$ cat src/rtl/handshake_fifo_buffer_if.sv
// Valid/ready token channels around handshake_fifo_buffer: an input channel (ins*)
// and an output channel (outs*). master = producer/consumer side, slave = the buffer.
interface handshake_fifo_buffer_if #(
  parameter int DATA_WIDTH = 32
);
  logic [DATA_WIDTH-1:0] ins;
  logic                  ins_valid;
  logic                  ins_ready;
  logic [DATA_WIDTH-1:0] outs;
  logic                  outs_valid;
  logic                  outs_ready;

  modport master (
    output ins, ins_valid, outs_ready,
    input  ins_ready, outs, outs_valid
  );

  modport slave (
    input  ins, ins_valid, outs_ready,
    output ins_ready, outs, outs_valid
  );
endinterface

$ cat src/rtl/handshake_fifo_buffer.sv
// Elastic DEPTH-slot FIFO between handshake units; ins_ready depends on registered
// occupancy only. Optional same-cycle pass-through when empty: HANDSHAKE_FIFO_BYPASS_EN.
module handshake_fifo_buffer #(
  parameter  int DATA_WIDTH = 32,
  parameter  int DEPTH      = 4,
  localparam int CW         = $clog2(DEPTH + 1)
) (
  input  logic                   clk,
  input  logic                   rst,
  handshake_fifo_buffer_if.slave bus,
  output logic [CW-1:0]          count
);
  localparam int PW = (DEPTH > 1) ? $clog2(DEPTH) : 1;

  logic [DEPTH-1:0][DATA_WIDTH-1:0] slot;
  logic [PW-1:0]                    wr_ptr, rd_ptr;
  logic                             push, pop, full, empty;

  function automatic logic [PW-1:0] ptr_next(input logic [PW-1:0] p);
    return (p == PW'(DEPTH - 1)) ? '0 : p + PW'(1);
  endfunction

  assign full          = (count == CW'(DEPTH));
  assign empty         = (count == '0);
  assign bus.ins_ready = !full;
  assign pop           = !empty & bus.outs_ready;

`ifdef HANDSHAKE_FIFO_BYPASS_EN
  logic bypass;
  // Gated by rst so outs stays 0 while reset is held even if ins is driven.
  assign bypass         = empty & bus.ins_valid & rst;
  assign bus.outs_valid = !empty | bypass;
  assign bus.outs       = bypass ? bus.ins : slot[rd_ptr];
  // A token consumed on the pass-through path never touches storage.
  assign push           = bus.ins_valid & !full & !(bypass & bus.outs_ready);
`else
  assign bus.outs_valid = !empty;
  assign bus.outs       = slot[rd_ptr];
  assign push           = bus.ins_valid & !full;
`endif

  always_ff @(posedge clk or negedge rst) begin
    if (!rst)      slot <= '0;
    else if (push) slot[wr_ptr] <= bus.ins;
  end

  always_ff @(posedge clk or negedge rst) begin
    if (!rst) begin
      wr_ptr <= '0;
      rd_ptr <= '0;
      count  <= '0;
    end else begin
      if (push) wr_ptr <= ptr_next(wr_ptr);
      if (pop)  rd_ptr <= ptr_next(rd_ptr);
      if (push && !pop)      count <= count + CW'(1);
      else if (pop && !push) count <= count - CW'(1);
    end
  end
endmodule
$ cat src/flat_wrapper.sv
// flat-port wrapper written by rule: the top's interface ports become plain ports
module handshake_fifo_buffer_flat 
#(
  parameter  int DATA_WIDTH = 32,
  parameter  int DEPTH      = 4,
  localparam int CW         = $clog2(DEPTH + 1)
)
  (clk, rst, count, bus_ins, bus_ins_valid, bus_outs_ready, bus_ins_ready, bus_outs, bus_outs_valid);
  handshake_fifo_buffer_if #(.DATA_WIDTH(DATA_WIDTH)) bus_i ();
  input  logic clk;
  input  logic rst;
  output logic [CW-1:0] count;
  input wire logic [$bits(bus_i.ins)-1:0] bus_ins;
  input wire logic [$bits(bus_i.ins_valid)-1:0] bus_ins_valid;
  input wire logic [$bits(bus_i.outs_ready)-1:0] bus_outs_ready;
  output wire logic [$bits(bus_i.ins_ready)-1:0] bus_ins_ready;
  output wire logic [$bits(bus_i.outs)-1:0] bus_outs;
  output wire logic [$bits(bus_i.outs_valid)-1:0] bus_outs_valid;
  assign bus_i.ins = bus_ins;
  assign bus_i.ins_valid = bus_ins_valid;
  assign bus_i.outs_ready = bus_outs_ready;
  assign bus_ins_ready = bus_i.ins_ready;
  assign bus_outs = bus_i.outs;
  assign bus_outs_valid = bus_i.outs_valid;
  handshake_fifo_buffer #(.DATA_WIDTH(DATA_WIDTH), .DEPTH(DEPTH)) u_core (.clk(clk), .rst(rst), .bus(bus_i), .count(count));
endmodule
$ cat config.mk
export PLATFORM = sky130hd
export DESIGN_NAME = handshake_fifo_buffer_flat
export DESIGN_NICKNAME = d
export VERILOG_FILES = /design/src/rtl/handshake_fifo_buffer_if.sv /design/src/rtl/handshake_fifo_buffer.sv /design/src/flat_wrapper.sv
export SDC_FILE = /design/constraint.sdc
export NUM_CORES = 1
export LEC_CHECK = 0
export ABC_AREA = 1
export CORE_AREA = 2 2 114 116
export DETAILED_ROUTE_END_ITERATION = 8
export DIE_AREA = 0 0 116 118
export HOLD_SLACK_MARGIN = 0.1
export PLACE_DENSITY_LB_ADDON = 0.12
export SKIP_CTS_REPAIR_TIMING = 1
export SYNTH_ARGS = -nofsm -noshare
export SYNTH_HDL_FRONTEND = slang
export SYNTH_SLANG_ARGS = --single-unit
$ cat constraint.sdc
create_clock -name clk -period 2.55 [get_ports clk]
set_input_delay 0.765 -clock clk [delete_from_list [all_inputs] [get_ports clk]]
set_output_delay 0.765 -clock clk [all_outputs]
set_load 0.005 [all_outputs]
Word-level counts from Yosys, hierarchy flattened
Index checks and enable logic that the tools add are counted.
- bitwise operators: 2
- equal/unequal tests: 3
- reduce and logical (&&, ||, !) cells: 9
- mux-type cells: 9
- add/sub/neg operators: 4
- $lt $le $gt $ge: 3
- operators with widths (kind ; number):
    bitwise mux 128 bit ; 1
    binary-select mux 32 bit (select 2 bit) ; 1
    demux 32 bit (select 2 bit) ; 1
    2-to-1 mux 32 bit ; 2
    < comparator 2 x 3 -> 1 bit (second input constant) ; 2
    2-to-1 mux 3 bit ; 2
    adder 2 x 1 -> 2 bit (second input constant) ; 2
    == test 2 bit (second input constant) ; 2
    logical NOT 1 bit ; 4
    2-to-1 mux 2 bit ; 2
    adder 3 x 1 -> 3 bit (second input constant) ; 1
    == test 3 bit (second input constant) ; 1
    logical AND 1 bit ; 3
    logical NOT 3 bit ; 1
    subtractor 3 x 1 -> 3 bit (second input constant) ; 1
    AND 1 bit ; 2
    >= comparator 2 x 1 -> 1 bit (second input constant) ; 1
    nonzero test 2 bit ; 1
- word-level logic and storage cells: 37
- output and inout bits: 37
- bits in registers: 135

Logic depth before layout (Yosys ltp)
- depth in word-level cells: 7
- gate-level depth with buffers: 13

Least setup slack after synthesis
No wires, ideal clock.
- path kind: input to register
- start point: in bus_ins_valid
- end point: reg u_core.count[2]
- cell stages on the path: 11
- required time: 2.433 ns
- buffers on the path: 2
- data arrival time: 2.033 ns
- setup slack: 0.400 ns
- library setup time: 0.117 ns
- cell sequence: buf_4 > buf_2 > nand2_2 > inv_2 > ha_1 > inv_1 > fa_1 > nand2_1 > nand3_1 > nand2_1 > nand2_1
- cells in the longest elaborated chain, start to end: 4
- elaborated cells between the ends (all ways): 6
- those cells by class: mux (1); bitwise (1); reduce/logical (4)
- RTL lines (element ; RTL line ; text):
    start, declared ; flat_wrapper.sv:14 ; input wire logic [$bits(bus_i.ins_valid)-1:0] bus_ins_valid;
    AND 1 bit * ; handshake_fifo_buffer.sv:39 ; assign push = bus.ins_valid & !full;
    net u_core.push ; handshake_fifo_buffer.sv:17 ; logic push, pop, full, empty;
    logical NOT 1 bit ; handshake_fifo_buffer.sv:56 ; else if (pop && !push) count <= count - CW'(1);
    logical AND 1 bit ; handshake_fifo_buffer.sv:56 ;
    nonzero test 2 bit (no source line) ; - ;
    end signal, assigned ; handshake_fifo_buffer.sv:55 ; if (push && !pop) count <= count + CW'(1);
    end signal, assigned ; handshake_fifo_buffer.sv:56 ;
    end, declared ; handshake_fifo_buffer.sv:11 ; output logic [CW-1:0] count
The timed path passes the listed nets; every way through them passes the cells marked *.
A chain may end at the register's enable or synchronous reset.

Final worst setup path
- start point: reg u_core.rd_ptr[0]
- end point: out bus_outs[15]
- cells in the longest elaborated chain, start to end: 2
- RTL lines (element ; RTL line ; text):
    start, declared ; handshake_fifo_buffer.sv:16 ; logic [PW-1:0] wr_ptr, rd_ptr;
    start signal, assigned ; handshake_fifo_buffer.sv:54 ; if (pop) rd_ptr <= ptr_next(rd_ptr);
    binary-select mux 32 bit (select 2 bit) ; handshake_fifo_buffer.sv:38 ; assign bus.outs = slot[rd_ptr];
    2-to-1 mux 32 bit (not written as such) ; handshake_fifo_buffer.sv:38 ;
    end, declared ; flat_wrapper.sv:17 ; output wire logic [$bits(bus_i.outs)-1:0] bus_outs;
Every way passes these cells. The select of a mux whose other input is x is not followed.

==> qor.yml <==
outcome:
  outcome: "finished with violations"
  violations: "setup timing"
logic_synthesis:
  synth.top_cell.area_share_pct: 48.92
  synth_warnings: 0
  avgSynthCellArea_sq_um: 7.974
  syn_inst: 866
  netlist_area_sq_mm: 0.006905
  ys_ff_latch: 135
  synth_nets: 909
  synth_top_area_cell: "dfrtp_1"
  synth.distinct_cells: 24
  netlist_top_cells_area: "dfrtp_1 (49%), nand2_1 (18%), nand4_1 (12%), inv_1 (3.8%), o211ai_1 (3.5%)"
  ys_seq_area_share_pct: 48.92
sta:
  rsz0062_at_grt: "yes"
  period_minus_slack_ns: 2.804
  max_freq_mhz: 356.6
  hold_viol: 0
  tightest_slew_ns: 0.9496
  finalWorstSetupSlack_ns: -0.2544
  report.final.slew_viol_count: 0
  skew_ns: 0.008458
  setup_violations: 32
  max_slew_margin_pct: 36.70
  period_share_pct: 110.0
worst_setup_path:
  arrival_ns: 2.04
  slowest_stage: "dfrtp_4"
  crit_required_ns: 1.79
  crit_type: "flip-flop to output pin"
  endpoint_kind: "output pin"
  reg2reg_slack_ns: 0.56
  crit_end: "bus_outs[15]"
  cp-startpoint: "u_core.rd_ptr[0]$_DFFE_PN0P_"
  critPathMaxFanout: 64
  slowest_delay_ns: 0.50
  crit_cells: 5
  rr_startpoint: "u_core.count[0]$_DFFE_PN0P_"
  crit_chain: "buf_12 -> a21oi_1 -> o21ai_0 -> nand2_1 -> clkdlybuf4s50_1"
  start_kind: "flip-flop"
  reg2reg_depth: 10
  r2r-end: "u_core.count[2]$_DFFE_PN0P_"
  critPathBufInv: 2
  critical-path-top-delay-family: "buffers and inverters"
layout:
  antennaDiodeCount: 0
  layout-drive-gt1-share_pct: 7.002
  utilization_pct: 66.08
  multi_input_area_sq_mm: 0.002833
  syn2layout_area_growth_pct: 18.79
  regArea_sq_mm: 0.003383
  fin_nets: 947
  nFillCells: 1097
  final_cell_area_sq_mm: 0.008203
place:
  io_buffers: 72
  gp_congestion: 0.8106
  placed_area_sq_mm: 0.007672
  dpl.hpwl_um: 10360
clocking:
  cts.sinks: 135
  numCtsBuffers: 17
  htree_levels: 4
  cts_root_buf: "clkbuf_16"
  clkLatencyLatePin_ns: 0.42
  cts.path.max_buffers: 2
  cts_tree: "done"
  clk_pin_slew_ns: 0.05
power:
  pwr_density_cell_mw_per_mm2: 1345
  p_switching_mw: 4.351
  peakVddDrop_mv: 0.7755
  p_int_mw: 6.683
  swShare_pct: 39.43
  power_frac_clock_pct: 19.9
  p_leak_nw: 4.162
  comb_power_share_pct: 46.6
  p_seq_share_pct: 33.5
die:
  placementRows: 41
  core_area_sq_mm: 0.01241
  die_h_um: 118
  die_area_sq_mm: 0.01369
  die_w_um: 116
  io_pins: 73
  start_util_pct: 55.62
global_route:
  antenna_found_initial: 0
  grt_use_total_pct: 27.22
  grt_pass1_vias: 5733
  grt_overflow: 0
  grt_pass1_wl_um: 29330
  grt_max_degree: 133
detailed_routing:
  drtPass1Iterations: 6
  viasPerCell: 5.726
  drt-wirelength-per-cell_um: 16.33
  wirelength_um: 17740
  via_count: 6218
  drc: 0
  drt_iter0_markers: 604
  detail-route-antenna-nets: 0
min_path:
  hold_class: "primary input to async pin"
flow_run:
  maxCapViolCount: 0
[worst register-to-register path, stage by stage, from the launching register on]
cell	delay, ns
dfrtp_1	0.45
nor2_2	0.21
nand2_1	0.13
nand2_1	0.15
ha_1	0.18
inv_1	0.06
fa_1	0.40
nand2_1	0.11
nand3_1	0.08
nand2_1	0.06
nand2_1	0.06
[state kept, by name, summed over array words and instances (netlist names)]
signal	flops
u_core.slot	128
u_core.count	3
u_core.rd_ptr	2
u_core.wr_ptr	2
[final cells by class]
type	instances	share of cell area [%]
flip-flops and latches	135	41.24
repair buffers	97	11.93
multi-input cells	582	34.53
clock inverters	3	0.2135
clock buffers	26	6.208
inverters	71	3.249
well taps	172	2.624
[cells by family (layout without fill, tap and decap cells)]
family / after synthesis / count (layout) / share of synthesized area (%)
simple gates: 476 / 476 / 31.20
buf+inv: 149 / 197 / 10.11
flops: 135 / 135 / 48.92
compound gates: 98 / 98 / 8.262
fa+ha+maj: 7 / 7 / 1.377
xor+xnor: 1 / 1 / 0.1269
[metal layers]
| metal | vias up | track usage, % | wire length, um |
|---|---|---|---|
| met1 | 2952 | 39.76 | 7742 |
| met5 | - | 0 | 0 |
| met2 | 270 | 40.94 | 8322 |
| met4 | 0 | 9.077 | 260 |
| li1 | 2965 | - | - |
| met3 | 31 | 5.098 | 1411 |
[worst min-delay path by stage]
stage,to,slack (ns),depth (start not counted)
floorplan,u_core.slot[0]$_DFFE_PN0P_,0.44,2
global placement,u_core.slot[21]$_DFFE_PN0P_,0.45,2
detailed placement,u_core.slot[14]$_DFFE_PN0P_,0.45,2
CTS,u_core.slot[53]$_DFFE_PN0P_,0.29,1
global route,u_core.slot[53]$_DFFE_PN0P_,0.30,1
finish,u_core.slot[60]$_DFFE_PN0P_,0.28,1
[metrics by stage]
stage / power, mW / setup TNS, ns / setup slack (ns) / hold WS (ns) / std cells
floorplan: 6.766 / 0 / 0.4004 / 0.4366 / 866
global placement: 8.603 / 0 / 0.2461 / 0.4476 / 1057
detailed placement: 8.806 / 0 / 0.1668 / 0.4536 / 1057
CTS: 11.04 / -6.035 / -0.2492 / 0.2859 / 1086
global route: 11.88 / -8.308 / -0.3143 / 0.2993 / 1086
finish: 11.03 / -5.869 / -0.2544 / 0.2766 / 1086
[power groups by stage]
stage,Combinational (mW),Clock [mW],Sequential [mW]
2_1_floorplan,3.21,0,3.56
3_3_place_gp,4.95,0,3.66
3_5_place_dp,5.11,0,3.70
4_1_cts,5.14,2.22,3.68
5_1_grt,5.76,2.31,3.80
6_report,5.14,2.20,3.69
[synth_stat cells (all sizes together)]
library cell,number
nand2,338
or2,2
nand3,6
nor2,1
xnor2,1
fa,1
o21ai,34
o211ai,32
buf,62
a21oi,32
ha,6
dfrtp,135
inv,71
clkbuf,16
nand4,129
[layout by cell type (no fill, tap or decap), drive strengths merged]
master	instances
buf	27
xnor2	1
o211ai	32
dfrtp	135
ha	6
inv	71
fa	1
clkinv	2
nand4	129
clkinvlp	1
o21ai	34
clkdlybuf4s50	70
nand2	338
nor2	1
clkbuf	26
nand3	6
or2	2
a21oi	32
No activity file was read; power rests on OpenSTA's default activity.
